### config.mk
export PLATFORM = sky130hd
export DESIGN_NAME = mux2_rr_arbiter
export DESIGN_NICKNAME = d
export VERILOG_FILES = /design/src/rtl/mux2_rr_arbiter.sv
export SDC_FILE = /design/constraint.sdc
export NUM_CORES = 1
export LEC_CHECK = 0
export ABC_AREA = 1
export CAP_MARGIN = 40
export CORE_AREA = 8 8 45 47
export CTS_BUF_LIST = sky130_fd_sc_hd__clkbuf_2 sky130_fd_sc_hd__clkbuf_4 sky130_fd_sc_hd__clkbuf_8
export DETAILED_ROUTE_END_ITERATION = 16
export DIE_AREA = 0 0 53 55
export DONT_BUFFER_PORTS = 1
export GPL_ROUTABILITY_DRIVEN = 0
export PLACE_DENSITY = 0.66
export SLEW_MARGIN = 10
export SYNTH_ARGS = -nofsm -noshare
export SYNTH_HDL_FRONTEND = slang
export SYNTH_SLANG_ARGS = --single-unit
### constraint.sdc
create_clock -name clk -period 3.9 [get_ports clk]
set_input_delay 0.975 -clock clk [delete_from_list [all_inputs] [get_ports clk]]
set_output_delay 0.975 -clock clk [all_outputs]
set_load 0.01 [all_outputs]
### src/rtl/mux2_rr_arbiter.sv
// Two-input round-robin stream arbiter with a one-entry registered output stage.
// Picks A or B, registers the winning word and its source tag (sel), and
// alternates the grant between the two sources whenever both are valid.
module mux2_rr_arbiter #(
    parameter int unsigned WIDTH     = 8,
    parameter bit          FIRST_SEL = 1'b0
) (
    input  logic             clk,
    input  logic             rst_n,

    input  logic [WIDTH-1:0] a_data,
    input  logic             a_valid,
    output logic             a_ready,

    input  logic [WIDTH-1:0] b_data,
    input  logic             b_valid,
    output logic             b_ready,

    output logic [WIDTH-1:0] out_data,
    output logic             out_valid,
    input  logic             out_ready,
    output logic             sel
);

    typedef enum logic {
        StEmpty,
        StFull
    } state_e;

    state_e           state_q;
    logic [WIDTH-1:0] data_q;
    logic             sel_q;
    // Source of the most recent accepted word; a tie goes to the other one.
    logic             last_q;

    logic             load_en;
    logic             grant_b;
    logic             accept;

    // Grant and handshake decode; ready depends on out_ready, never on out_* state alone.
    always_comb begin
        load_en = (state_q == StEmpty) | out_ready;
        // B wins when it is the only requester, or on a tie when A went last.
        grant_b = b_valid & (~a_valid | ~last_q);
        // Gate with rst_n so both readys read 0 while reset is held.
        a_ready = rst_n & load_en & a_valid & ~grant_b;
        b_ready = rst_n & load_en & grant_b;
        accept  = a_ready | b_ready;
    end

    // Output stage state machine: load on accept, drain on out_ready, hold on stall.
    always_ff @(posedge clk or negedge rst_n) begin
        if (!rst_n) begin
            state_q <= StEmpty;
            data_q  <= '0;
            sel_q   <= 1'b0;
            last_q  <= ~FIRST_SEL;
        end else begin
            unique case (state_q)
                StEmpty: begin
                    if (accept) begin
                        data_q  <= grant_b ? b_data : a_data;
                        sel_q   <= grant_b;
                        last_q  <= grant_b;
                        state_q <= StFull;
                    end
                end
                StFull: begin
                    if (accept) begin
                        // Held word leaves and the new one enters in the same cycle.
                        data_q  <= grant_b ? b_data : a_data;
                        sel_q   <= grant_b;
                        last_q  <= grant_b;
                        state_q <= StFull;
                    end else if (out_ready) begin
                        // Drain: data and tag keep their last value.
                        state_q <= StEmpty;
                    end
                end
                default: state_q <= StEmpty;
            endcase
        end
    end

    // Outputs come straight from registers.
    always_comb begin
        out_valid = (state_q == StFull);
        out_data  = data_q;
        sel       = sel_q;
    end

endmodule

==> metrics.csv, run 1 <==
metric,value,unit
status,"complete, no violations",
overflow,0,
ys_ff_latch,11,
cap_violations,0,
tightest_slew,444.8,ps
timing.critical_path.buf_inv,1,
arrival,1810,ps
leakage,0.3478,nW
syn_nets,100,
die_height,55,um
drt_iter0_markers,3,
drive_gt1_frac,0.1266,
clock_sinks,11,
cts_resized,0,
worstReg2RegStart,last_q,
routedWlPerCell,15.51,um
fill_cells,153,
die_area,2915,um^2
cts_root_buf,clkbuf_4,
fp.coreArea,1384,um^2
fin_crit,2784,ps
ir_worst_vdd,0.0002188,V
drt_wl_total,1473,um
critPathTopFamily,simple AND/OR/NAND/NOR gates,
grt_max_degree,15,
power,0.3008,mW
firstDrtPassIters,3,
path_cells,inv_1 > nand2_2 > nand3_1 > a21oi_1,
whs,398.0,ps
start_kind,input port,
fin_util,0.4521,
synth_cells,79,
worstHoldPathType,in -> async,
syn_area,619.3,um^2
diodes,0,
start_util,0.4476,
core.rowCount,14,
timing.fmax,359.2,MHz
finalSetupTns,0,ps
slowest_stage,a21oi_1,
dp_hpwl,1157,um
powerDensity,480.9,nW/um^2
cts_max_level,1,
cts_hold_buf,0,
grt_pass1_wl,2311,um
syn_area_per_cell,7.840,um^2
vias,494,
insertion_delay,260,ps
numPortBuffers,0,
max_stage_delay,380,ps
io_pins,33,
ant_nets,0,
rsz0062_at_grt,false,
vias_per_cell,5.200,
clock_path_buffers,2,
endpoint_kind,output port,
skew,2.975,ps
antenna_found_initial,0,
area_growth,1.010,%
slew_violations,0,
worst-path-max-fanout,12,
startpoint,out_ready,
post_cts_buffers,0,
clkTransAtPathRegs,70,ps
cts_buffers,3,
netlist-cell-type-count,11,
hold_violations,0,
setup_viol_count_final,0,
fin_crit_sh,0.7138,
drc,0,
die_x,53,um
crit_type,in -> out,
cts_tree,yes,
yosysWarnings,0,
cp_data_required_time,2920,ps
grt_usage,0.1084,
nets,101,
grt_pass1_vias,505,
slew_headroom,0.7027,
ys_seq_area_frac,0.4465,
[final cells by class]
class,instances,area (um^2),share of cell area
clock inverter,1,5.005,0.008000
multi-input combinational,61,290.3,0.4640
inverter,3,11.26,0.01800
tap,16,20.02,0.03200
sequential,11,276.5,0.4420
clock buffer,3,22.52,0.03600
[logic make-up (layout without fill, tap and decap cells)]
logic type	after synthesis	in the layout	synth area share
AND/OR/NAND/NOR	59	59	0.4343
AO/OA/AOI/OAI	2	2	0.03434
buffers and inverters	7	7	0.08485
flip-flops	11	11	0.4465
[sequential cells by signal, indices dropped and copies added (netlist names)]
signal,flops
last_q,1
out_data,8
out_valid,1
sel,1
[cells in the mapped netlist]
cell     number  area (um^2)
nand2_2       3        18.77
dfstp_2       1        26.28
buf_4         1        7.510
a21oi_4       1        16.27
nand2_1      37        138.9
a21oi_1       1        5.000
nand3_1      18        90.09
buf_6         3        33.78
dfrtp_1      10        250.2
inv_1         3        11.26
nand4_4       1        21.27
[power breakdown]
part / internal [mW] / switching (mW)
Sequential: 0.140 / 0.0291
Combinational: 0.0204 / 0.0356
Clock: 0.0379 / 0.0379
[per-stage QoR]
| step | setup slack (ps) | cells | area (um^2) |
|---|---|---|---|
| 2_1_floorplan | 1354 | 79 | 619.3 |
| 3_3_place_gp | 1136 | 91 | 598.1 |
| 3_5_place_dp | 1098 | 91 | 598.1 |
| 4_1_cts | 1103 | 95 | 625.6 |
| 5_1_grt | 1022 | 95 | 625.6 |
| 6_report | 1116 | 95 | 625.6 |
[layer usage]
metal | global-route usage | routed length (um) | vias to the layer above
li1 | - | - | 254
met1 | 0.1176 | 593 | 217
met2 | 0.1816 | 768 | 21
met3 | 0.02674 | 84 | 2
met4 | 0.07759 | 27 | 0
met5 | 0 | 0 | -
[worst paths after layout]
check                                    to  slack [ps]  cells after the start
worst max-delay path                a_ready        1120                      4
max in group asynchronous            last_q        3330                      0
min in group clk                     last_q         470                      2
worst min register to register       last_q         470                      2
worst max register to register  out_data[3]        2600                      5
worst min-delay path            out_data[1]         400                      0
[placed cells by master, fill, tap and decap left out]
cell      Yosys  final
clkinv_2      0      1
dfstp_2       1      1
nand2_1      37     37
clkbuf_4      0      3
a21oi_1       1      1
nand4_4       1      1
nand3_1      18     18
dfrtp_1      10     10
a21oi_4       1      1
nand2_2       3      3
inv_1         3      3
No activity file was read; power rests on OpenSTA's default activity.
==> run 2, diff against run 1 <==
- PLACE_DENSITY: 0.66 -> 0.69
- clock period: 3.9 -> 2.49 ns (I/O delays scaled with it)
==> run 2 against run 1 <==
  * Sequential share of layout area decreased by 0.70 points
  * Clock skew decreased by 2.0 ps
  * Routed wire length increased by 0.88%
  * Total power increased by 62%
  * Clock-buffer cell count increased by 1
  * Largest cell class unchanged
  * Utilization increased by 0.72 points
  * First-iteration DRC count increased to 3.0 times the previous value
  * Critical path depth decreased by 1
  * Clock power increased by 76%
  * Non-clock buffer count increased by 1
  * Die area unchanged
==> metrics.csv, run 2 (synthesized netlist as in run 1, its figures left out) <==
metric,value,unit,change
status,"complete, no violations",,unchanged
drt_iter0_markers,9,,was 3
start_kind,flip-flop,,was input port
layout.area.seq,276.5,um^2,unchanged
timing.fmax,519.3,MHz,
endpoint_kind,output port,,unchanged
final_cell_mix,"nand2_1 (37), nand3_1 (18), dfrtp_1 (10), clkbuf_4 (4)",,"was nand2_1 (37), nand3_1 (18), dfrtp_1 (10)"
cts_tree,yes,,unchanged
power,0.4864,mW,was 0.3008 mW
dp_hpwl,1166,um,was 1157 um
worst_slack,564.4,ps,was 1116 ps
hold_violations,0,,unchanged
routedWlPerCell,15.48,um,was 15.51 um
core.rowCount,14,,unchanged
tightest_slew,279.4,ps,was 444.8 ps
worst-path-max-fanout,12,,unchanged
met3_usage,0.03209,,was 0.02674
fin_crit,1926,ps,
grt_pass1_vias,486,,was 505
crit_type,reg -> out,,was in -> out
nets,102,,was 101
grt_max_degree,15,,unchanged
ant_nets,0,,unchanged
clock_path_buffers,2,,unchanged
clkTransAtPathRegs,70,ps,about the same
grt_usage,0.1036,,was 0.1084
grt_busiest_layer,met2,,unchanged
place_ws,666.3,ps,was 1098 ps
worstHoldPathType,in -> async,,unchanged
grt_pass1_wl,2242,um,was 2311 um
post_cts_buffers,0,,unchanged
slew_violations,0,,unchanged
fin_crit_sh,0.7733,,
multi_input_area,290.3,um^2,unchanged
ir_worst_vdd,0.0002602,V,was 0.0002188 V
die_area,2915,um^2,unchanged
die_height,55,um,unchanged
start_util,0.4476,,unchanged
final_area,635.6,um^2,was 625.6 um^2
cts_root_buf,clkbuf_4,,unchanged
die_x,53,um,unchanged
final_common_cell,nand2_1,,unchanged
firstDrtPassIters,4,,was 3
cp_data_required_time,1870,ps,was 2920 ps
io_pins,33,,unchanged
antenna_found_initial,0,,unchanged
drc,0,,unchanged
rsz0062_at_grt,false,,unchanged
vias,507,,was 494
cap_violations,0,,unchanged
cts_resized,0,,unchanged
finalSetupTns,0,ps,unchanged
cts_max_level,1,,unchanged
cts_hold_buf,0,,unchanged
vias_per_cell,5.281,,was 5.200
placed_area,605.6,um^2,was 598.1 um^2
overflow,0,,unchanged
numPortBuffers,0,,unchanged
leakage,0.3529,nW,was 0.3478 nW
arrival,1300,ps,was 1810 ps
met2_usage,0.1523,,was 0.1816
area_growth,2.626,%,was 1.010%
powerDensity,765.3,nW/um^2,was 480.9 nW/um^2
drive_gt1_frac,0.1375,,was 0.1266
grt_use_met1,0.1293,,was 0.1176
clock_sinks,11,,unchanged
skew,1.009,ps,was 2.975 ps
setup_viol_count_final,0,,unchanged
largest_reg_flops,8,,unchanged
insertion_delay,270,ps,was 260 ps
drt_wl_total,1486,um,was 1473 um
fp.coreArea,1384,um^2,unchanged
diodes,0,,unchanged
cts_buffers,3,,unchanged
fill_cells,150,,was 153
slew_headroom,0.8143,,was 0.7027
## run 2: cell count changes in the layout (fill, tap and decap cells not counted), sizes merged
| cell | previous run | this run |
|---|---|---|
| clkbuf | 3 | 4 |
| clkinv | 1 | 0 |
| buf | 0 | 1 |
## run 2: worst paths after layout
| kind | from | end | slack (ps) | cells past startpoint |
|---|---|---|---|---|
| worst max-delay path | last_q | b_ready | 560 | 3 |
| worst min-delay path | rst_n | out_valid | 40 | 0 |
| worst max register to register | last_q | out_data[3] | 1200 | 5 |
| worst min register to register | last_q | last_q | 480 | 2 |
| max in group asynchronous | rst_n | last_q | 2280 | 0 |
| min in group clk | last_q | last_q | 480 | 2 |
## run 2: cell type report
cell class | count | area share
Tap cell | 16 | 0.03150
Sequential cell | 11 | 0.4350
Timing Repair Buffer | 1 | 0.01181
Multi-Input combinational cell | 61 | 0.4567
Clock buffer | 4 | 0.04724
Inverter | 3 | 0.01772
## run 2: per-layer routing
layer  share of wire  up-vias  routed length [um]
met5               0        -                   0
met4           0.025        0                  37
met3           0.084        5                 125
met2            0.47       25                 704
met1            0.42      224                 618
li1                -      253                   -
## run 2: worst max-delay path: stages (launching register included)
cell	delay, ps
dfstp_2	550
nand2_2	160
nand4_4	210
inv_1	110
## run 2: stage by stage
step | cells | util | hold slack, ps
after floorplan | 79 | - | 326.9
after global placement | 92 | 0.4376 | 327.4
after detailed placement | 92 | 0.4376 | 327.3
after CTS | 96 | 0.4593 | 37.57
after global routing | 96 | 0.4593 | 25.75
final | 96 | 0.4593 | 40.32
## run 2: report_power, final
part | switching, mW | internal [mW]
Clock | 0.0601 | 0.0730
Sequential | 0.0440 | 0.219
Combinational | 0.0566 | 0.0334
